## src/rtl/mem_req_pkg.sv

```systemverilog
// mem_req_pkg: shared state encoding and default widths for memory requesters
package mem_req_pkg;
  localparam int ADDR_W = 8;
  localparam int DATA_W = 8;
  localparam int LEN_W  = 4;
  typedef enum logic {IDLE = 1'b0, ISSUE = 1'b1} state_t;
endpackage

```

## src/rtl/mem_requester_if.sv

```systemverilog
// mem_requester_if: client request/response and memory port bundle; master = requester, slave = client+memory
interface mem_requester_if import mem_req_pkg::*; #(
  parameter int addr_width = ADDR_W,
  parameter int data_width = DATA_W,
  parameter int len_width  = LEN_W
);
  logic                  req_valid;
  logic                  req_ready;
  logic                  req_write;
  logic [addr_width-1:0] req_addr;
  logic [data_width-1:0] req_wdata;
  logic [len_width-1:0]  req_len;
  logic                  mem_write;
  logic [addr_width-1:0] mem_addr;
  logic [data_width-1:0] mem_wdata;
  logic [data_width-1:0] mem_rdata;
  logic                  rsp_valid;
  logic [data_width-1:0] rsp_data;
  logic                  rsp_last;
  modport master (
    input  req_valid, req_write, req_addr, req_wdata, req_len, mem_rdata,
    output req_ready, mem_write, mem_addr, mem_wdata, rsp_valid, rsp_data, rsp_last
  );
  modport slave (
    output req_valid, req_write, req_addr, req_wdata, req_len, mem_rdata,
    input  req_ready, mem_write, mem_addr, mem_wdata, rsp_valid, rsp_data, rsp_last
  );
endinterface

```

## src/rtl/mem_requester.sv

```systemverilog
// mem_requester: accepts single writes / incrementing read bursts and drives a 1-cycle-latency sync memory port
module mem_requester import mem_req_pkg::*; #(
  parameter int addr_width = ADDR_W,
  parameter int data_width = DATA_W,
  parameter int len_width  = LEN_W
) (
  input  logic clk,
  input  logic rst_n,
  mem_requester_if.master bus,
  output logic busy
);
  state_t                state_q;
  logic [len_width-1:0]  cnt_q, len_q;
  logic [addr_width-1:0] addr_q;
  logic [data_width-1:0] wdata_q;
  logic                  write_q, rsp_valid_q, rsp_last_q;
  logic                  last_beat, rd_issue;
  assign last_beat = cnt_q == len_q;
  // write_q doubles as the op flag while in ISSUE
  assign rd_issue  = state_q == ISSUE && !write_q;
  always_ff @(posedge clk or negedge rst_n)
    if (!rst_n) begin
      state_q     <= IDLE;
      cnt_q       <= '0;
      len_q       <= '0;
      addr_q      <= '0;
      wdata_q     <= '0;
      write_q     <= 1'b0;
      rsp_valid_q <= 1'b0;
      rsp_last_q  <= 1'b0;
    end else begin
      // response stage mirrors the issue cycle one clock later, aligned with registered rdata
      rsp_valid_q <= rd_issue;
      rsp_last_q  <= rd_issue && last_beat;
      if (state_q == IDLE) begin
        if (bus.req_valid) begin
          state_q <= ISSUE;
          cnt_q   <= '0;
          len_q   <= bus.req_write ? '0 : bus.req_len;
          addr_q  <= bus.req_addr;
          wdata_q <= bus.req_wdata;
          write_q <= bus.req_write;
        end
      end else if (last_beat) begin
        state_q <= IDLE;
        write_q <= 1'b0;
      end else begin
        cnt_q  <= cnt_q + 1'b1;
        addr_q <= addr_q + 1'b1;
      end
    end
  assign bus.req_ready = state_q == IDLE;
  assign bus.mem_write = write_q;
  assign bus.mem_addr  = addr_q;
  assign bus.mem_wdata = wdata_q;
  assign bus.rsp_valid = rsp_valid_q;
  assign bus.rsp_last  = rsp_last_q;
  assign bus.rsp_data  = bus.mem_rdata;
  assign busy          = state_q == ISSUE || rsp_valid_q;
endmodule

```

## src/flat_wrapper.sv

```systemverilog
// flat-port wrapper written by rule: the top's interface ports become plain ports
module mem_requester_flat import mem_req_pkg::*;
#(
  parameter int addr_width = ADDR_W,
  parameter int data_width = DATA_W,
  parameter int len_width  = LEN_W
)
  (clk, rst_n, busy, bus_req_valid, bus_req_write, bus_req_addr, bus_req_wdata, bus_req_len, bus_mem_rdata, bus_req_ready, bus_mem_write, bus_mem_addr, bus_mem_wdata, bus_rsp_valid, bus_rsp_data, bus_rsp_last);
  mem_requester_if #(.addr_width(addr_width), .data_width(data_width), .len_width(len_width)) bus_i ();
  input  logic clk;
  input  logic rst_n;
  output logic busy;
  input wire logic [$bits(bus_i.req_valid)-1:0] bus_req_valid;
  input wire logic [$bits(bus_i.req_write)-1:0] bus_req_write;
  input wire logic [$bits(bus_i.req_addr)-1:0] bus_req_addr;
  input wire logic [$bits(bus_i.req_wdata)-1:0] bus_req_wdata;
  input wire logic [$bits(bus_i.req_len)-1:0] bus_req_len;
  input wire logic [$bits(bus_i.mem_rdata)-1:0] bus_mem_rdata;
  output wire logic [$bits(bus_i.req_ready)-1:0] bus_req_ready;
  output wire logic [$bits(bus_i.mem_write)-1:0] bus_mem_write;
  output wire logic [$bits(bus_i.mem_addr)-1:0] bus_mem_addr;
  output wire logic [$bits(bus_i.mem_wdata)-1:0] bus_mem_wdata;
  output wire logic [$bits(bus_i.rsp_valid)-1:0] bus_rsp_valid;
  output wire logic [$bits(bus_i.rsp_data)-1:0] bus_rsp_data;
  output wire logic [$bits(bus_i.rsp_last)-1:0] bus_rsp_last;
  assign bus_i.req_valid = bus_req_valid;
  assign bus_i.req_write = bus_req_write;
  assign bus_i.req_addr = bus_req_addr;
  assign bus_i.req_wdata = bus_req_wdata;
  assign bus_i.req_len = bus_req_len;
  assign bus_i.mem_rdata = bus_mem_rdata;
  assign bus_req_ready = bus_i.req_ready;
  assign bus_mem_write = bus_i.mem_write;
  assign bus_mem_addr = bus_i.mem_addr;
  assign bus_mem_wdata = bus_i.mem_wdata;
  assign bus_rsp_valid = bus_i.rsp_valid;
  assign bus_rsp_data = bus_i.rsp_data;
  assign bus_rsp_last = bus_i.rsp_last;
  mem_requester #(.addr_width(addr_width), .data_width(data_width), .len_width(len_width)) u_core (.clk(clk), .rst_n(rst_n), .bus(bus_i), .busy(busy));
endmodule
```

## config.mk

```make
export PLATFORM = sky130hd
export DESIGN_NAME = mem_requester_flat
export DESIGN_NICKNAME = d
export VERILOG_FILES = /design/src/rtl/mem_req_pkg.sv /design/src/rtl/mem_requester_if.sv /design/src/rtl/mem_requester.sv /design/src/flat_wrapper.sv
export SDC_FILE = /design/constraint.sdc
export NUM_CORES = 1
export LEC_CHECK = 0
export BUFFER_PORTS_ARGS = -buffer_cell sky130_fd_sc_hd__buf_4
export CAP_MARGIN = 10
export CELL_PAD_IN_SITES_DETAIL_PLACEMENT = 1
export CELL_PAD_IN_SITES_GLOBAL_PLACEMENT = 1
export CORE_MARGIN = 3
export CORE_UTILIZATION = 34
export CTS_CLUSTER_SIZE = 24
export DETAILED_ROUTE_END_ITERATION = 7
export GPL_TIMING_DRIVEN = 0
export PLACE_DENSITY = 0.84
export SKIP_CTS_REPAIR_TIMING = 1
export SYNTH_ARGS = -nofsm -noshare
export SYNTH_HDL_FRONTEND = slang
export SYNTH_SLANG_ARGS = --single-unit
```

## constraint.sdc

```tcl
create_clock -name clk -period 2 [get_ports clk]
set_clock_uncertainty 0.15 [all_clocks]
set_input_delay 0.5 -clock clk [delete_from_list [all_inputs] [get_ports clk]]
set_output_delay 0.5 -clock clk [all_outputs]
set_load 0.02 [all_outputs]
```

# --- Word level (Yosys, flattened, before mapping) ---
# Index checks and enable logic that the tools add are counted.
classes:
  n_addsub: 2
  eq_ne: 3
  muxes: 13
  n_bitwise: 1
  n_reduce_logical: 8
op_table:
  columns: ["cell", "n"]
  rows:
  - ["8-bit two-way mux", 3]
  - ["4-bit two-way mux", 4]
  - ["8-bit by 1-bit adder with 8-bit output, second input constant", 1]
  - ["1-bit two-way mux", 6]
  - ["2-bit AND reduction", 3]
  - ["4-bit by 1-bit adder with 4-bit output, second input constant", 1]
  - ["4-bit equality test", 1]
  - ["2-bit inequality test, second input constant", 2]
  - ["1-bit logical AND", 2]
  - ["2-bit nonzero test", 1]
  - ["1-bit zero test", 1]
  - ["1-bit logical OR", 1]
  - ["1-bit inverter", 1]
word_totals:
  reg_bits: 28
  inputBits: 32
  output_inout_bits: 29
  wordCells: 35

# --- Longest topological paths before layout ---
# Gate-level depths: netlist (run 1).
logic_depth:
  ltp_word: 3
  ltp_mapped: 6
  ltp_nobuf: 4

# --- Worst setup path after synthesis (run 1) ---
# No wires, ideal clock.
synth_timing:
  kind: "flip-flop to flip-flop"
  from: "register u_core.cnt_q[0]"
  to: "register u_core.addr_q[5], in the netlist u_core.bus.mem_addr[5]"
  setup_time_ns: 0.082
  arrival_ns: 1.520
  required_ns: 1.768
  setup_slack_ns: 0.248
  stages_incl_launch_ff: 6
  path_buffers: 1
  period_less_slack_ns: 1.752
  cell_sequence: "dfrtp_1 -> xnor2_1 -> and4_1 -> buf_6 -> or4_1 -> a31oi_1"
synth_via:
  elab_chain_cells: 3
synth_lines:
  columns: ["item", "line_no", "rtl"]
  rows:
  - ["from (decl)", "mem_requester.sv:13", "logic [len_width-1:0] cnt_q, len_q;"]
  - ["from (signal assigned)", "mem_requester.sv:48", "cnt_q <= cnt_q + 1'b1;"]
  - ["4-bit equality test", "mem_requester.sv:18", "assign last_beat = cnt_q == len_q;"]
  - ["2-bit inequality test (no source line)", null, null]
  - ["2-bit AND reduction (no source line)", null, null]
  - ["to (signal assigned)", "mem_requester.sv:40", "addr_q <= bus.req_addr;"]
  - ["to (signal assigned)", "mem_requester.sv:49", "addr_q <= addr_q + 1'b1;"]
  - ["to (decl)", "mem_requester.sv:14", "logic [addr_width-1:0] addr_q;"]
# Every way passes these cells.
# A chain may end at the register's enable or synchronous reset.

# --- Worst setup path after layout (run 1) ---
layout_timing:
  from: "register u_core.state_q"
  to: "output port busy"
layout_via:
  elab_chain_cells: 1
layout_lines:
  columns: ["item", "line_no", "rtl"]
  rows:
  - ["from (decl)", "mem_requester.sv:12", "state_t state_q;"]
  - ["from (signal assigned)", "mem_requester.sv:23", "state_q <= IDLE;"]
  - ["from (signal assigned)", "mem_requester.sv:37", "state_q <= ISSUE;"]
  - ["from (signal assigned)", "mem_requester.sv:45", "state_q <= IDLE;"]
  - ["1-bit logical OR", "mem_requester.sv:59", "assign busy = state_q == ISSUE || rsp_valid_q;"]
  - ["to (decl)", "flat_wrapper.sv:12", "output logic busy;"]
# Every way passes these cells.

==> results.tsv, run 1 <==
stage	metric	value	unit
global_route	largest net degree at the start of global routing	29	
clock_tree	Clock transition at path regs	0.10	ns
worst_setup_path	Worst Path Required	1.35	ns
yosys	area leader, netlist	dfrtp_1	
pwr	Power Dens Cells	1590	mW/mm^2
hold_path	worst hold path type	in2reg	
placement	hpwl dp	2.86	mm
pwr	Internal	1870	uW
clock_tree	root buf cell	clkbuf_8	
die	chip width	71.6	um
worst_setup_path	CP Class	reg2out	
final_layout	Final Util	49.7	%
die	core area	0.00409	mm^2
global_route	initial antenna violation count	0	
pwr	Max VDD drop	0.602	mV
routing	vias per cell	5.10	
routing	post-route antenna net violation count	0	
routing	drt wl/cell	15.1	um
final_layout	post-route insts no fill	268	
timing	Fin Hold WS	0.262	ns
yosys	Post-Synthesis Cells	159	
yosys	Synth Net Count	193	
yosys	Synth Warn #	0	
global_route	number of global-route vias before repair	1322	
timing	fin crit period	1.95	ns
yosys	asr flop ratio synth	100	%
timing	fin worst setup slack	0.0493	ns
yosys	Synth Cell Area	0.00146	mm^2
clock_tree	clock sink total	28	
pwr	Seq pwr share	34.7	%
clock_tree	Max H-tree Level	1	
final_layout	fill count	490	
yosys	most frequent cells after synthesis	nand2_1 (42), dfrtp_1 (28), a211oi_1 (8), buf_4 (8)	
clock_tree	CTS tree	done	
routing	vias post-DR	1366	
worst_setup_path	Critical Path Source Type	flop	
worst_setup_path	CP Max Fanout	5	
pwr	P_leak	0.000963	uW
yosys	Top FF cell, synth	dfrtp_1	
die	effective utilization at floorplan	35.8	%
final_layout	Inserted Diodes	0	
final_layout	fraction of layout cells with a size suffix above 1	33.0	%
run	# Max-Cap Violations	0	
die	full die area	0.00513	mm^2
die	DIE HEIGHT	71.6	um
yosys	Post-synth EDFFs	0	
worst_setup_path	Crit. End Element	output pin	
worst_setup_path	CP Data Arrival Time	1.30	ns
final_layout	area of the multi-input gates	659	um^2
final_layout	FF/Latch Area	701	um^2
pwr	Psw	1360	uW
yosys	sequential fraction of the synthesis area	47.9	%
placement	dpl ws	-0.0976	ns
final_layout	Final nets	253	
timing	Final Max Slew Viols	0	
yosys	share of the synthesized area in the top cell type	47.9	%
die	Row Count	23	
yosys	mean post-synth cell area	9.20	um^2
yosys	synth unique cells	30	
yosys	register bit total from synthesis	28	
routing	drt first pass iters	4	
timing	Max-slew headroom	65.2	%
routing	WL final	4.04	mm
pwr	Sw Ratio	42.2	%
timing	Max Clk Rate	513	MHz
timing	Final Setup Violations	0	
final_layout	synth-to-layout area growth	38.8	%
yosys	Area contributors post-synth	dfrtp_1 (48%), nand2_1 (11%), a211oi_1 (4.1%)	
timing	final clock period utilization by the worst path	97.5	%
placement	dpl cells	261	
die	IO Count	61	
routing	Remaining DRCs	0	
pwr	Clk network pwr share	13.9	%
clock_tree	clk buf depth	2	
timing	final hold vios	0	
run_status	status	finished clean	
yosys	count leader, synth	nand2_1	
clock_tree	Skew-Pair Late Insertion Delay	0.27	ns
pwr	Comb pwr share	51.4	%
global_route	Total Routing Usage GR	15.5	%
placement	global placement routability congestion	0.717	
routing	1st-iter DRT viols	48	
clock_tree	CTS Buf Count	3	
global_route	total gr overflow	0	
global_route	first-pass GRT wire length	6.44	mm
timing	Worst-Margin Slew	0.522	ns
placement	input/output buffers	52	
## path summary, 6_finish.rpt
| kind | from | to | slack, ns | depth (start not counted) |
|---|---|---|---|---|
| min reg2reg | u_core.bus.mem_wdata[2] | u_core.bus.mem_wdata[2] | 0.34 | 2 |
| max reg2reg | u_core.cnt_q[0] | u_core.bus.mem_addr[5] | 0.11 | 5 |
| max in group asynchronous | rst_n | u_core.bus.mem_write | 0.89 | 2 |
| min | bus_req_wdata[0] | u_core.bus.mem_wdata[0] | 0.26 | 3 |
| min in group asynchronous | rst_n | u_core.cnt_q[3] | 0.54 | 2 |
| max | u_core.state_q | busy | 0.05 | 3 |
## through the flow
step	setup TNS, ns	power, uW	cell area, um^2
after floorplan	0	2100	1460
final	0	3230	2030
after CTS	-0.247	3210	1990
after global placement	-0.242	2660	1920
after global routing	-0.00735	3500	2030
after detailed placement	-0.444	2740	1920
## final cells by class
class,instances,share of cell area [%]
clock buffers,3,2.03
plain buffers,17,5.61
clock inverters,1,1.48
inverters,2,0.370
well taps,50,3.08
multi-input cells,112,32.5
flip-flops and latches,28,34.5
repair buffers,55,20.5
## per-layer routing
metal	global-route usage [%]	up-vias	wire, um
met5	0	-	0
met4	3.76	0	44
met3	1.68	4	189
met2	25.6	38	2040
met1	22.0	662	1760
li1	-	662	-
## logic make-up after synthesis
kind of cell / Yosys count / synth area share (%)
AO/OA/AOI/OAI: 28 / 12.7
XOR/XNOR: 6 / 3.59
adder cells (fa/ha/maj): 2 / 1.71
buffers and inverters: 19 / 7.53
flip-flops: 28 / 47.9
multiplexers: 4 / 2.74
AND/OR/NAND/NOR: 72 / 23.9
## power groups by stage
| stage | clock network (uW) | registers, uW | logic [uW] |
|---|---|---|---|
| final | 449 | 1120 | 1660 |
| after global routing | 480 | 1180 | 1840 |
| after CTS | 460 | 1110 | 1640 |
| after detailed placement | 0 | 1120 | 1620 |
| after global placement | 0 | 1110 | 1560 |
| after floorplan | 0 | 1290 | 816 |
## registers in the layout, indices dropped and copies added (netlist names)
signal	flops
u_core.bus.rsp_valid	1
u_core.bus.rsp_last	1
u_core.bus.mem_addr	8
u_core.len_q	4
u_core.bus.mem_write	1
u_core.bus.mem_wdata	8
u_core.cnt_q	4
u_core.state_q	1
## layout by cell type, fill, tap and decap left out, drive strengths merged, types with 3 or more instances in the layout
| cell type | n |
|---|---|
| buf | 65 |
| nand2 | 42 |
| dfrtp | 28 |
| clkbuf | 9 |
| a211oi | 8 |
| nor2b | 7 |
| xnor2 | 6 |
| a31oi | 5 |
| a21oi | 4 |
| nand3b | 4 |
| o21ai | 4 |
| or3 | 4 |
| mux2i | 4 |
| nand3 | 4 |
| and4 | 3 |
## critical path, stage by stage, from the launching register on
cell     delay (ns)
dfrtp_1        0.44
buf_6          0.15
or2_2          0.28
buf_4          0.16
No activity file was read; power rests on OpenSTA's default activity.
==> run 2: changes to the inputs <==
CAP_MARGIN = 0   (was 10)
CORE_ASPECT_RATIO = 2   (was default)
==> run 2 against run 1 <==
  * Non-clock buffer count decreased by 2
  * Critical path depth unchanged
  * Largest power group unchanged
  * Sequential share of layout area increased by 0.60 points
  * Sequential cell count unchanged
  * Fmax decreased by 0.74%
  * Combinational power about the same
  * Sequential power about the same
  * Clock power decreased by 18%
==> results.tsv, run 2 (synthesis gave the netlist of run 1 again) <==
stage	metric	value	unit	change
worst_setup_path	CP Data Arrival Time	1.32	ns	+0.02 ns
final_layout	commonest cells after routing, fill and taps aside	buf_4 (59), nand2_1 (42), dfrtp_1 (27)		
placement	input/output buffers	52		unchanged
final_layout	Final nets	251		-0.79%
timing	Final Setup Violations	0		unchanged
timing	Max Clk Rate	509	MHz	-0.74%
routing	WL final	4.29	mm	+6.2%
routing	drt wl/cell	16.0	um	+6.2%
routing	post-route antenna net violation count	0		unchanged
final_layout	fill count	505		+3.1%
die	chip width	52.4	um	-27%
run	# Max-Cap Violations	0		unchanged
hold_path	Hold Path End	u_core.bus.mem_wdata[7]		
timing	final hold vios	0		unchanged
pwr	P_leak	0.000942	uW	-2.1%
worst_setup_path	FF-to-FF Start	u_core.cnt_q[0]		
clock_tree	Skew-Pair Late Insertion Delay	0.28	ns	about the same
placement	hpwl dp	3.08	mm	+7.6%
final_layout	most common cell after layout, fill and taps aside	buf_4		
routing	vias per cell	5.09		-0.15%
worst_setup_path	Crit. End Element	output pin		
worst_setup_path	Worst Reg-to-Reg Cells	5		unchanged
final_layout	post-route insts no fill	268		unchanged
timing	Final Max Slew Viols	0		unchanged
die	DIE HEIGHT	98.8	um	+38%
worst_setup_path	worst reg2reg setup slack	0.14	ns	+0.03 ns
hold_path	hold path startpoint	bus_req_wdata[7]		
worst_setup_path	worst reg2reg path endpoint	u_core.bus.mem_addr[5]		
placement	dpl cells	263		+0.77%
clock_tree	clock sink total	28		unchanged
pwr	Max VDD drop	0.758	mV	+26%
placement	dpl ws	-0.0957	ns	+0.00192 ns
hold_path	hold path depth	3		unchanged
clock_tree	clk buf depth	2		unchanged
worst_setup_path	slowest CP cell	dfrtp_1		
worst_setup_path	crit-path max cell delay	0.43	ns	about the same
timing	fin crit period	1.97	ns	+0.0145 ns
global_route	Total Routing Usage GR	17.4	%	+1.8 points
placement	global placement routability congestion	0.737		+2.7%
routing	Remaining DRCs	0		unchanged
hold_path	worst hold path type	in2reg		
timing	Max-slew headroom	63.1	%	-2.1 points
die	effective utilization at floorplan	35.4	%	-0.37 points
routing	drt first pass iters	4		unchanged
die	full die area	0.00517	mm^2	+0.93%
worst_setup_path	crit-path cells	buf_6, or2_2, buf_6		
timing	fin worst setup slack	0.0348	ns	-0.0145 ns
pwr	total power	3120	uW	-3.2%
worst_setup_path	CP Max Fanout	10		+5
clock_tree	CTS tree	done		
timing	final clock period utilization by the worst path	98.3	%	+0.72 points
final_layout	fraction of layout cells with a size suffix above 1	32.4	%	-0.62 points
clock_tree	root buf cell	clkbuf_8		
pwr	Power Dens Cells	1560	mW/mm^2	-1.7%
global_route	number of global-route vias before repair	1445		+9.3%
global_route	largest net degree at the start of global routing	29		unchanged
final_layout	synth-to-layout area growth	36.7	%	
clock_tree	Clock transition at path regs	0.10	ns	about the same
run_status	status	finished clean		
global_route	first-pass GRT wire length	6.85	mm	+6.3%
routing	1st-iter DRT viols	14		-71%
clock_tree	Max H-tree Level	1		unchanged
timing	Worst-Margin Slew	0.554	ns	+0.0317 ns
worst_setup_path	Worst Path Required	1.35	ns	about the same
die	Row Count	33		+43%
final_layout	Inserted Diodes	0		unchanged
global_route	initial antenna violation count	0		unchanged
worst_setup_path	critical path's top delay family	flip-flops		
die	IO Count	61		unchanged
worst_setup_path	Critical Path Source Type	flop		
die	core area	0.00413	mm^2	+1.0%
worst_setup_path	CP Class	reg2out		
clock_tree	CTS Buf Count	3		unchanged
global_route	total gr overflow	0		unchanged
routing	vias post-DR	1364		-0.15%
worst_setup_path	worst path bufs/invs	2		unchanged
worst_setup_path	cell mode on critical path	buf_6		
## run 2: worst reg2reg max path, cell delays in order (launching register included)
cell     delay [ns]
dfrtp_2        0.47
xnor2_1        0.16
and4_1         0.21
buf_6          0.13
or4_1          0.49
a31oi_1        0.17
## run 2: worst max-delay path by stage
| stage | from | endpoint | slack, ns | cells after the start |
|---|---|---|---|---|
| floorplan | u_core.cnt_q[0] | u_core.bus.mem_addr[5] | 0.25 | 5 |
| global placement | bus_req_valid | u_core.bus.mem_addr[1] | -0.07 | 5 |
| detailed placement | bus_req_valid | u_core.bus.mem_addr[1] | -0.1 | 5 |
| CTS | u_core.state_q | busy | -0.14 | 3 |
| global route | u_core.state_q | busy | -0.008 | 3 |
| finish | u_core.state_q | busy | 0.03 | 3 |
## run 2: power by group
part,switching [uW],total (uW),internal (uW)
logic,901,1640,739
clock network,189,366,177
registers,276,1120,842
total,1370,3120,1760
## run 2: final cells by class
type	count	area (um^2)	area share (%)
clock buffer	4	55.1	2.75
timing repair buffer	53	404	20.2
tap	52	65.1	3.25
multi-input combinational	112	652	32.6
buffer	17	114	5.69
inverter	2	7.51	0.375
sequential	28	702	35.1
## run 2: metrics by stage
stage	hold WS [ns]	setup TNS [ns]	area, um^2	utilization, %
6_report	0.251	0	2000	48.4
5_1_grt	0.251	-0.00788	2000	48.4
4_1_cts	-0.0105	-0.213	1970	47.8
3_5_place_dp	0.304	-0.428	1920	46.5
3_3_place_gp	0.304	-0.271	1920	46.5
2_1_floorplan	0.0544	0	1460	-
## run 2: metal layers
metal	GRT usage (%)	part of all wire, %	vias up
met2	31.5	58	41
met3	1.97	4.0	7
met4	7.28	2.0	0
li1	-	-	657
met1	19.5	36	659
met5	0	0	-
==> run 3: changes to the inputs <==
CORE_UTILIZATION = 37   (was 34)
PLACE_DENSITY = 0.9   (was 0.84)
clock period = 2.3 ns   (was 2 ns; I/O delays follow)
==> run 3 against run 2 <==
  * Register-to-register slack gained 0.25 ns
  * Highest routed layer unchanged
  * Sequential share of layout area grew 0.72 points
  * Critical path type unchanged
  * Hold slack lost 0.20 ns
  * Critical endpoint unchanged
==> results.tsv, run 3 (synthesis gave the netlist of run 1 again) <==
stage	metric	value	unit	change
routing	post-route antenna net violation count	0		unchanged
run	# Max-Cap Violations	0		unchanged
run_status	status	finished clean		
worst_setup_path	crit-path cells	clkbuf_1, or2_2, buf_4		
worst_setup_path	Crit. End Element	output pin		
die	IO Count	61		unchanged
pwr	Comb pwr share	53.8	%	+1.3 points
global_route	GR Layer Usage met2	40.2	%	+8.7 points
clock_tree	Clock transition at path regs	0.09	ns	about the same
final_layout	Final Util	52.5	%	+4.1 points
global_route	number of global-route vias before repair	1656		+15%
placement	placement-stage cell area	0.00191	mm^2	-0.20%
worst_setup_path	CP Max Fanout	10		unchanged
worst_setup_path	Worst Path Required	1.57	ns	+0.22 ns
routing	vias per cell	5.38		+5.6%
placement	hpwl dp	3.55	mm	+15%
pwr	total power	2690	uW	-14%
timing	Max-slew headroom	64.1	%	+1.0 points
timing	final hold vios	0		unchanged
worst_setup_path	CP Class	reg2out		
routing	drt first pass iters	4		unchanged
final_layout	Final nets	250		-0.40%
routing	1st-iter DRT viols	17		+3
clock_tree	CTS tree	done		
clock_tree	clk buf depth	2		unchanged
pwr	Internal	1470	uW	-16%
routing	drt wl/cell	17.0	um	+6.4%
die	DIE HEIGHT	94.9	um	-3.9%
clock_tree	Skew-Pair Late Insertion Delay	0.27	ns	about the same
die	core area	0.00372	mm^2	-9.8%
timing	Worst-Margin Slew	0.538	ns	-0.0156 ns
pwr	Clk network pwr share	10.1	%	-1.6 points
worst_setup_path	Worst Reg-to-Reg Cells	5		unchanged
pwr	P_leak	0.000923	uW	-2.1%
timing	Final TNS setup	0	ns	unchanged
final_layout	commonest cells after routing, fill and taps aside	buf_4 (60), nand2_1 (42), dfrtp_1 (28)		
global_route	initial antenna violation count	0		unchanged
placement	global placement routability congestion	0.821		+11%
routing	vias post-DR	1414		+3.7%
routing	WL final	4.48	mm	+4.4%
global_route	first-pass GRT wire length	7.58	mm	+11%
timing	final clock period utilization by the worst path	95.8	%	
final_layout	fraction of layout cells with a size suffix above 1	30.8	%	-1.6 points
global_route	busiest grt layer	met2		
hold_path	worst hold path type	in2async		
pwr	Max VDD drop	0.677	mV	-11%
global_route	met1 Use GR	20.7	%	+1.2 points
final_layout	Inserted Diodes	0		unchanged
placement	input/output buffers	52		unchanged
pwr	Psw	1220	uW	-11%
worst_setup_path	worst reg2reg path endpoint	u_core.bus.mem_addr[5]		
worst_setup_path	worst path bufs/invs	2		unchanged
clock_tree	clock sink total	28		unchanged
worst_setup_path	crit-path max cell delay	0.42	ns	about the same
final_layout	Post-Layout Inst Area	0.00196	mm^2	-2.2%
die	effective utilization at floorplan	39.3	%	+3.9 points
timing	Final Setup Violations	0		unchanged
timing	Final Max Slew Viols	0		unchanged
die	full die area	0.00479	mm^2	-7.4%
clock_tree	Max H-tree Level	1		unchanged
worst_setup_path	slowest CP cell	dfrtp_1		
clock_tree	root buf cell	clkbuf_8		
die	Row Count	31		-6.1%
worst_setup_path	Critical Path Source Type	flop		
clock_tree	CTS Buf Count	3		unchanged
timing	RSZ-0062 raised after global routing	false		
final_layout	synth-to-layout area growth	33.7	%	
global_route	met3 Resource Use GR	3.00	%	+1.0 points
worst_setup_path	worst reg2reg setup slack	0.39	ns	+0.25 ns
global_route	largest net degree at the start of global routing	29		unchanged
timing	fin crit period	2.20	ns	
pwr	Sw Ratio	45.3	%	+1.5 points
global_route	Total Routing Usage GR	20.9	%	+3.5 points
worst_setup_path	critical path's top delay family	buffers and inverters		
pwr	Power Dens Cells	1380	mW/mm^2	-12%
routing	Remaining DRCs	0		unchanged
global_route	total gr overflow	0		unchanged
worst_setup_path	FF-to-FF Start	u_core.cnt_q[0]		
final_layout	most common cell after layout, fill and taps aside	buf_4		
pwr	Seq pwr share	36.1	%	+0.3 points
die	chip width	50.5	um	-3.7%
timing	Max Clk Rate	454	MHz	
worst_setup_path	CP Data Arrival Time	1.48	ns	+0.16 ns
[run 3: cell type report]
| cell class | count | area, um^2 |
|---|---|---|
| buffer | 17 | 103 |
| sequential | 28 | 701 |
| inverter | 2 | 7.51 |
| multi-input combinational | 112 | 652 |
| tap | 49 | 61.3 |
| clock buffer | 3 | 41.3 |
| timing repair buffer | 52 | 390 |
| fill | 471 | 1770 |
[run 3: layer usage]
metal  part of all wire, %  vias up
met5                     0        -
li1                      -      654
met2                    57       58
met4                   3.0        0
met1                    35      690
met3                   5.7       12
[run 3: metrics by stage]
| step | cells | worst slack [ns] | hold slack (ns) |
|---|---|---|---|
| floorplan | 159 | 0.548 | 0.129 |
| global placement | 260 | 0.224 | 0.310 |
| detailed placement | 260 | 0.0606 | 0.323 |
| CTS | 263 | 0.109 | 0.0683 |
| global route | 263 | 0.00992 | 0.0761 |
| finish | 263 | 0.0969 | 0.0558 |
[run 3: power groups by stage]
stage | registers [uW] | clock network, uW | logic, uW
2_1_floorplan | 1120 | 0 | 710
3_3_place_gp | 961 | 0 | 1370
3_5_place_dp | 982 | 0 | 1470
4_1_cts | 973 | 279 | 1470
5_1_grt | 1010 | 295 | 1590
6_report | 971 | 273 | 1450
[run 3: worst max path at each step]
stage                          from                     end  slack (ns)  cells past startpoint
floorplan           u_core.cnt_q[0]  u_core.bus.mem_addr[5]        0.55                      5
global placement      bus_req_valid  u_core.bus.mem_addr[5]        0.22                      5
detailed placement    bus_req_valid  u_core.bus.mem_addr[1]        0.06                      5
CTS                  u_core.state_q                    busy        0.11                      3
global route         u_core.state_q                    busy        0.01                      3
finish               u_core.state_q                    busy         0.1                      3
